`src/rtl/pio_hex_display.sv`:
```
// Shows the PIO output byte as two multiplexed hex digits on a common-anode display.
// Each new value blinks the display a fixed number of times before it stays lit.
module pio_hex_display #(
  parameter int CLK_DIV      = 50000,
  parameter int BLINK_CYCLES = 12500000,
  parameter int BLINK_COUNT  = 3
) (
  input  logic       clk,
  input  logic       reset_n,
  input  logic [7:0] pio_data,
  input  logic       enable,
  output logic [6:0] seg_n,
  output logic [1:0] dig_n,
  output logic       update_pulse
);

  // state  | meaning
  // SHOW   | value shown steadily
  // BLINK  | new value flagged: even phases blank, odd phases lit
  // OFF    | display blanked by enable=0

  localparam int SCAN_W  = $clog2(CLK_DIV);
  localparam int BLINK_W = $clog2(BLINK_CYCLES);
  localparam int PHASE_W = $clog2(2 * BLINK_COUNT);

  localparam logic [SCAN_W-1:0]  SCAN_TC  = SCAN_W'(CLK_DIV - 1);
  localparam logic [BLINK_W-1:0] BLINK_TC = BLINK_W'(BLINK_CYCLES - 1);
  localparam logic [PHASE_W-1:0] PHASE_TC = PHASE_W'(2 * BLINK_COUNT - 1);

  typedef enum logic [1:0] {ST_SHOW, ST_BLINK, ST_OFF} state_t;

  state_t             state_q, state_d;
  logic [7:0]         shown_q, shown_d;
  logic [SCAN_W-1:0]  scan_q, scan_d;
  logic               sel_q, sel_d;
  logic [BLINK_W-1:0] blink_q, blink_d;
  logic [PHASE_W-1:0] phase_q, phase_d;
  logic [6:0]         seg_n_q, seg_n_d;
  logic [1:0]         dig_n_q, dig_n_d;
  logic               pulse_q, pulse_d;

  logic       change;
  logic       lit;
  logic [3:0] nibble;

  always_ff @(posedge clk or negedge reset_n) begin
    if (!reset_n) begin
      state_q <= ST_SHOW;
      shown_q <= 8'h00;
      scan_q  <= '0;
      sel_q   <= 1'b0;
      blink_q <= '0;
      phase_q <= '0;
      seg_n_q <= 7'h7F;
      dig_n_q <= 2'b11;
      pulse_q <= 1'b0;
    end else begin
      state_q <= state_d;
      shown_q <= shown_d;
      scan_q  <= scan_d;
      sel_q   <= sel_d;
      blink_q <= blink_d;
      phase_q <= phase_d;
      seg_n_q <= seg_n_d;
      dig_n_q <= dig_n_d;
      pulse_q <= pulse_d;
    end
  end

  always_comb begin
    state_d = state_q;
    shown_d = shown_q;
    blink_d = blink_q;
    phase_d = phase_q;
    pulse_d = 1'b0;
    change  = (pio_data != shown_q);

    if (change) begin
      shown_d = pio_data;
      pulse_d = 1'b1;
    end

    case (state_q)
      ST_BLINK: begin
        if (blink_q == BLINK_TC) begin
          blink_d = '0;
          if (phase_q == PHASE_TC) begin
            phase_d = '0;
            state_d = ST_SHOW;
          end else begin
            phase_d = phase_q + PHASE_W'(1);
          end
        end else begin
          blink_d = blink_q + BLINK_W'(1);
        end
      end
      ST_OFF:  state_d = ST_SHOW;
      default: state_d = ST_SHOW;
    endcase

    if (change) begin
      state_d = ST_BLINK;
      blink_d = '0;
      phase_d = '0;
    end

    // enable=0 wins over a change; shown still tracks the input above
    if (!enable) begin
      state_d = ST_OFF;
      blink_d = '0;
      phase_d = '0;
    end
  end

  always_comb begin
    scan_d = (scan_q == SCAN_TC) ? '0 : scan_q + SCAN_W'(1);
    sel_d  = (scan_q == SCAN_TC) ? ~sel_q : sel_q;
  end

  always_comb begin
    lit    = (state_q == ST_SHOW) || ((state_q == ST_BLINK) && phase_q[0]);
    nibble = sel_q ? shown_q[7:4] : shown_q[3:0];
    case (nibble)
      4'h0:    seg_n_d = 7'h40;
      4'h1:    seg_n_d = 7'h79;
      4'h2:    seg_n_d = 7'h24;
      4'h3:    seg_n_d = 7'h30;
      4'h4:    seg_n_d = 7'h19;
      4'h5:    seg_n_d = 7'h12;
      4'h6:    seg_n_d = 7'h02;
      4'h7:    seg_n_d = 7'h78;
      4'h8:    seg_n_d = 7'h00;
      4'h9:    seg_n_d = 7'h10;
      4'hA:    seg_n_d = 7'h08;
      4'hB:    seg_n_d = 7'h03;
      4'hC:    seg_n_d = 7'h46;
      4'hD:    seg_n_d = 7'h21;
      4'hE:    seg_n_d = 7'h06;
      default: seg_n_d = 7'h0E;
    endcase
    dig_n_d = sel_q ? 2'b01 : 2'b10;
    if (!lit) begin
      seg_n_d = 7'h7F;
      dig_n_d = 2'b11;
    end
  end

  assign seg_n        = seg_n_q;
  assign dig_n        = dig_n_q;
  assign update_pulse = pulse_q;

endmodule

```
`config.mk`:
```
export PLATFORM = sky130hd
export DESIGN_NAME = pio_hex_display
export DESIGN_NICKNAME = d
export VERILOG_FILES = /design/src/rtl/pio_hex_display.sv
export SDC_FILE = /design/constraint.sdc
export NUM_CORES = 1
export LEC_CHECK = 0
export ABC_AREA = 0
export CORE_UTILIZATION = 59
export DETAILED_ROUTE_END_ITERATION = 8
export PLACE_DENSITY = 0.8
export SKIP_CTS_REPAIR_TIMING = 1
export SLEW_MARGIN = 15
export SYNTH_ARGS = -nofsm -noshare
export SYNTH_HDL_FRONTEND = slang
export SYNTH_SLANG_ARGS = --single-unit
```
`constraint.sdc`:
```
create_clock -name clk -period 2.2 [get_ports clk]
set_input_delay 0.44 -clock clk [delete_from_list [all_inputs] [get_ports clk]]
set_output_delay 0.44 -clock clk [all_outputs]
set_load 0.01 [all_outputs]
```
# Word-level counts from Yosys, hierarchy flattened
# Memory sizes are Yosys's and may differ from the RTL's.
# Index checks and enable logic that the tools add are counted.
[op_classes]
n_addsub = 3
eq_ne = 9
muxes = 20
bitwise_logic = 1
n_reduce_logical = 5
[op_table]
columns = ["operator", "count"]
rows = [
  ["2-to-1 mux 24 bit", 4],
  ["adder 24 x 1 -> 24 bit, second input constant", 1],
  ["== test 24 bit, second input constant", 1],
  ["adder 16 x 1 -> 16 bit, second input constant", 1],
  ["== test 16 bit, second input constant", 1],
  ["2-to-1 mux 16 bit", 1],
  ["2-to-1 mux 3 bit", 5],
  ["2-to-1 mux 2 bit", 7],
  ["inequality test 4 bit, second input constant", 2],
  ["inequality test 8 bit", 1],
  ["2-to-1 mux 7 bit", 1],
  ["inequality test 3 x 1 -> 1 bit, second input constant", 2],
  ["2-to-1 mux 4 bit", 1],
  ["AND reduction 2 bit", 2],
  ["adder 3 x 1 -> 3 bit, second input constant", 1],
  ["== test 3 bit, second input constant", 1],
  ["== test 2 x 1 -> 1 bit, second input constant", 1],
  ["logical NOT 2 bit", 1],
  ["logical AND 1 bit", 1],
  ["logical OR 1 bit", 1],
  ["2-to-1 mux 1 bit", 1],
  ["inverter 1 bit", 1],
]
[word_totals]
ff_bits = 64
romBits = 112
inputBits = 11
out_inout_bits = 10
elab_cells = 48
memories = 1
[memory_table]
columns = ["name", "words", "width", "rd", "rd_ports_with_merged_regs", "write_ports", "line_no", "source"]
rows = [
  ["(name not given)", 16, 7, 1, 0, 0, "123", "case (nibble)"],
]

# Longest topological paths before layout
[logic_depth]
depth_word = 6
mapped_depth = 8
ltp_nobuf = 7

# Worst setup path before layout
# Ideal clock, no wire load.
[synth_path]
path_type = "register to register"
start = "reg blink_q[0]"
end = "reg phase_q[1]"
setup_ns = 0.132
arrival_time_ns = 1.753
t_required_ns = 2.068
setup_slack_ns = 0.315
path_stages_with_launch = 8
n_path_buf = 0
synth_period_minus_slack_ns = 1.885
path_cell_list = "dfrtp_1 > ha_1 > and4_1 > nand3_1 > nor3_1 > and3_1 > mux2i_1 > nor2_1"
[synth_via]
elab_chain_len = 3
[synth_lines]
columns = ["item", "line_no", "source"]
rows = [
  ["start: declaration", "36", "logic [BLINK_W-1:0] blink_q, blink_d;"],
  ["start signal: assignment", "62", "blink_q <= blink_d;"],
  ["== test 24 bit", "85", "if (blink_q == BLINK_TC) begin"],
  ["inequality test 3 x 1 -> 1 bit (no source line)", "n/a", ""],
  ["AND reduction 2 bit (no source line)", "n/a", ""],
  ["end signal: assignment", "63", "phase_q <= phase_d;"],
  ["end: declaration", "37", "logic [PHASE_W-1:0] phase_q, phase_d;"],
]
# No other way between the ends.
# A chain may end at the register's enable or synchronous reset.

# Worst setup path in the final report
[layout_path]
start = "in pio_data[3]"
end = "reg blink_q[22]"
[layout_via]
elab_chain_len = 3
elab_cells_between_ends = 4
cone_classes = "eq/ne: 2; mux: 2"
[layout_lines]
columns = ["item", "line_no", "source"]
rows = [
  ["start: declaration", "10", "input logic [7:0] pio_data,"],
  ["inequality test 8 bit (*)", "76", "change = (pio_data != shown_q);"],
  ["2-to-1 mux 24 bit", "101", "if (change) begin"],
  ["2-to-1 mux 24 bit", "108", "if (!enable) begin"],
]
# Mark *: on every way between the ends. The rest lies on a longest branch, timed or not.

==> qor.csv <==
metric,value,unit
status,completed,
critical_path.cell_chain,clkdlybuf4s50_1 > xor2_1 > nor3_1 > nor4b_2 > buf_4 > nand4b_1 > or4_1 > a21oi_1,
post_drt_wl_per_cell,15.2,µm
finalHoldViolCount,0,
yosys.area.top_type,dfrtp_1,
maxCapViolCount,0,
yosysWarnings,0,
ant_nets,0,
tritoncts,yes,
grt_pass1_wl,10.3,mm
vias,2376,
clkSlewWorstSetupHoldPaths,0.07,ns
io_buffer_count,20,
syn-instance-count,313,
p_leak,1.52,nW
viasPerCell,5.64,
power_density,624,mW/mm²
syn_nets,332,
setup_viol,0,
synth_cell_type_count,41,
drive_gt1_frac,0.157,
post_synth.cell_area_avg,10.2,µm²
fin_area,0.00378,mm²
drv_slew,0,
synth_area_leaders,"dfrtp_1 43%, xnor2_1 7.9%, dfstp_2 7.4%",
clkSinkCount,64,
ys.flop_type,dfrtp_1,
synth_edf_count,0,
critPathTopFamily,simple AND/OR/NAND/NOR gates,
cts-root-buf,clkbuf_8,
worst_slew_pin_slew,0.703,ns
clkLatencyLatePin,0.34,ns
critical_path_class,input port to flop,
start_kind,input port,
critPathMaxStageDelay,0.50,ns
regToRegEndpoint,blink_q[4],
yosysTopAreaCellShare,0.430,
slew_headroom,0.532,
wirelength,6.39,mm
period_minus_slack,2.10,ns
clock_skew,0.00754,ns
netlist_area,0.00320,mm²
drc,0,
io_pins,21,
path_max_fanout,4,
drt_iter0_drc,154,
rrSetupSlack,0.21,ns
period_share,0.954,
required,2.47,ns
place.gp.congestion,0.869,
cp_slowest_cell,or4_1,
r2r_start,blink_q[0],
fp.coreArea,0.00517,mm²
grt_pass1_vias,2247,
ff2ff_path_depth,8,
die_h,75.7,µm
fp.dieArea,0.00573,mm²
grt-ovfl-total,0,
worstPathArrival,2.37,ns
yosys_register_bits,64,
drt-pass1-iter-count,4,
final_nets,365,
synthArstFlopShare,1.00,
synthToLayoutAreaGrowth,18.1,%
total_power,2.36,mW
place_area,0.00354,mm²
irDropWorstVdd,346,µV
dp_hpwl,4.34,mm
grt_antenna_before_repair,0,
end_kind,flop,
die_w,75.7,µm
synth_commonest_cells,"55 x dfrtp_1, 37 x nor2_1, 29 x xnor2_1",
num_rows,26,
initial_core_util,0.619,
ys_seq_area_frac,0.504,
cts_max_path_buffers,2,
antenna_cells,0,
cts_made_buffers,9,
max_freq,476,MHz
min_path_type,input port to async pin,
path_buf_inv,2,
grt_max_degree,65,
h-tree-depth,3,
synth_most_common_cell,dfrtp_1,
track_usage,0.246,
## how the worst max path moves through the flow
stage           startpoint  slack, ns  depth (start not counted)           to
2_1_floorplan   blink_q[0]       0.32                          7   phase_q[1]
3_3_place_gp   pio_data[3]      -0.18                          8  blink_q[22]
3_5_place_dp   pio_data[5]      -0.26                          8  blink_q[22]
4_1_cts         blink_q[0]       0.08                          8   blink_q[4]
5_1_grt        pio_data[6]     -0.002                         10  blink_q[12]
6_report       pio_data[3]       0.10                          8  blink_q[22]
## flip-flops by register name, summed over array words and instances, names as in the netlist
name	count
blink_q	24
seg_n	7
state_q	2
shown_q	8
update_pulse	1
phase_q	3
dig_n	2
sel_q	1
scan_q	16
## cells in the final DEF, fill, tap and decap left out, types with 6 or more instances in the layout
cell type,Yosys,final
xor2_1,12,11
nor2_1,37,37
inv_1,6,6
xnor2_1,29,29
nor3_1,10,8
buf_4,0,16
nand4_1,10,10
dfrtp_1,55,55
clkbuf_8,0,10
clkdlybuf4s50_1,0,18
ha_1,8,8
mux2i_1,6,6
nor4_1,7,7
nand2_1,27,27
dfstp_2,9,9
nand3_1,12,12
a21oi_1,11,11
## kinds of logic after synthesis
kind of cell	share of synthesized area
simple gates	0.247
flops	0.504
xor+xnor	0.112
compound gates	0.0508
buf+inv	0.0258
mux	0.0293
fa+ha+maj	0.0313
## through the flow
step	TNS [ns]	hold WS, ns	util	worst slack [ns]	cells
floorplan	0	0.144	-	0.315	313
global placement	-0.779	0.443	0.685	-0.185	402
detailed placement	-1.56	0.467	0.685	-0.260	402
CTS	0	0.104	0.723	0.0757	418
global route	-0.00170	0.103	0.731	-0.00170	421
finish	0	0.0903	0.731	0.101	421
## layout make-up
class	count	area, µm²
clock buffers	10	138
clock inverters	6	58.8
multi-input cells	228	1530
flip-flops and latches	64	1610
well taps	70	87.6
inverters	6	22.5
repair buffers	37	338
fillers	372	1390
## layer usage
layer / up-vias / share of wire / wire (µm) / track usage
met5: - / 0 / 0 / 0
met4: 0 / 0.016 / 99 / 0.0926
met3: 10 / 0.029 / 183 / 0.0661
met2: 42 / 0.49 / 3120 / 0.381
met1: 1164 / 0.47 / 2980 / 0.334
li1: 1160 / - / - / -
## report_power, final
group / switching (mW) / internal, mW
Combinational: 0.0789 / 0.0688
Sequential: 0.0101 / 1.20
Clock: 0.455 / 0.548
Total: 0.544 / 1.82
(Power assumes the default switching activity.)
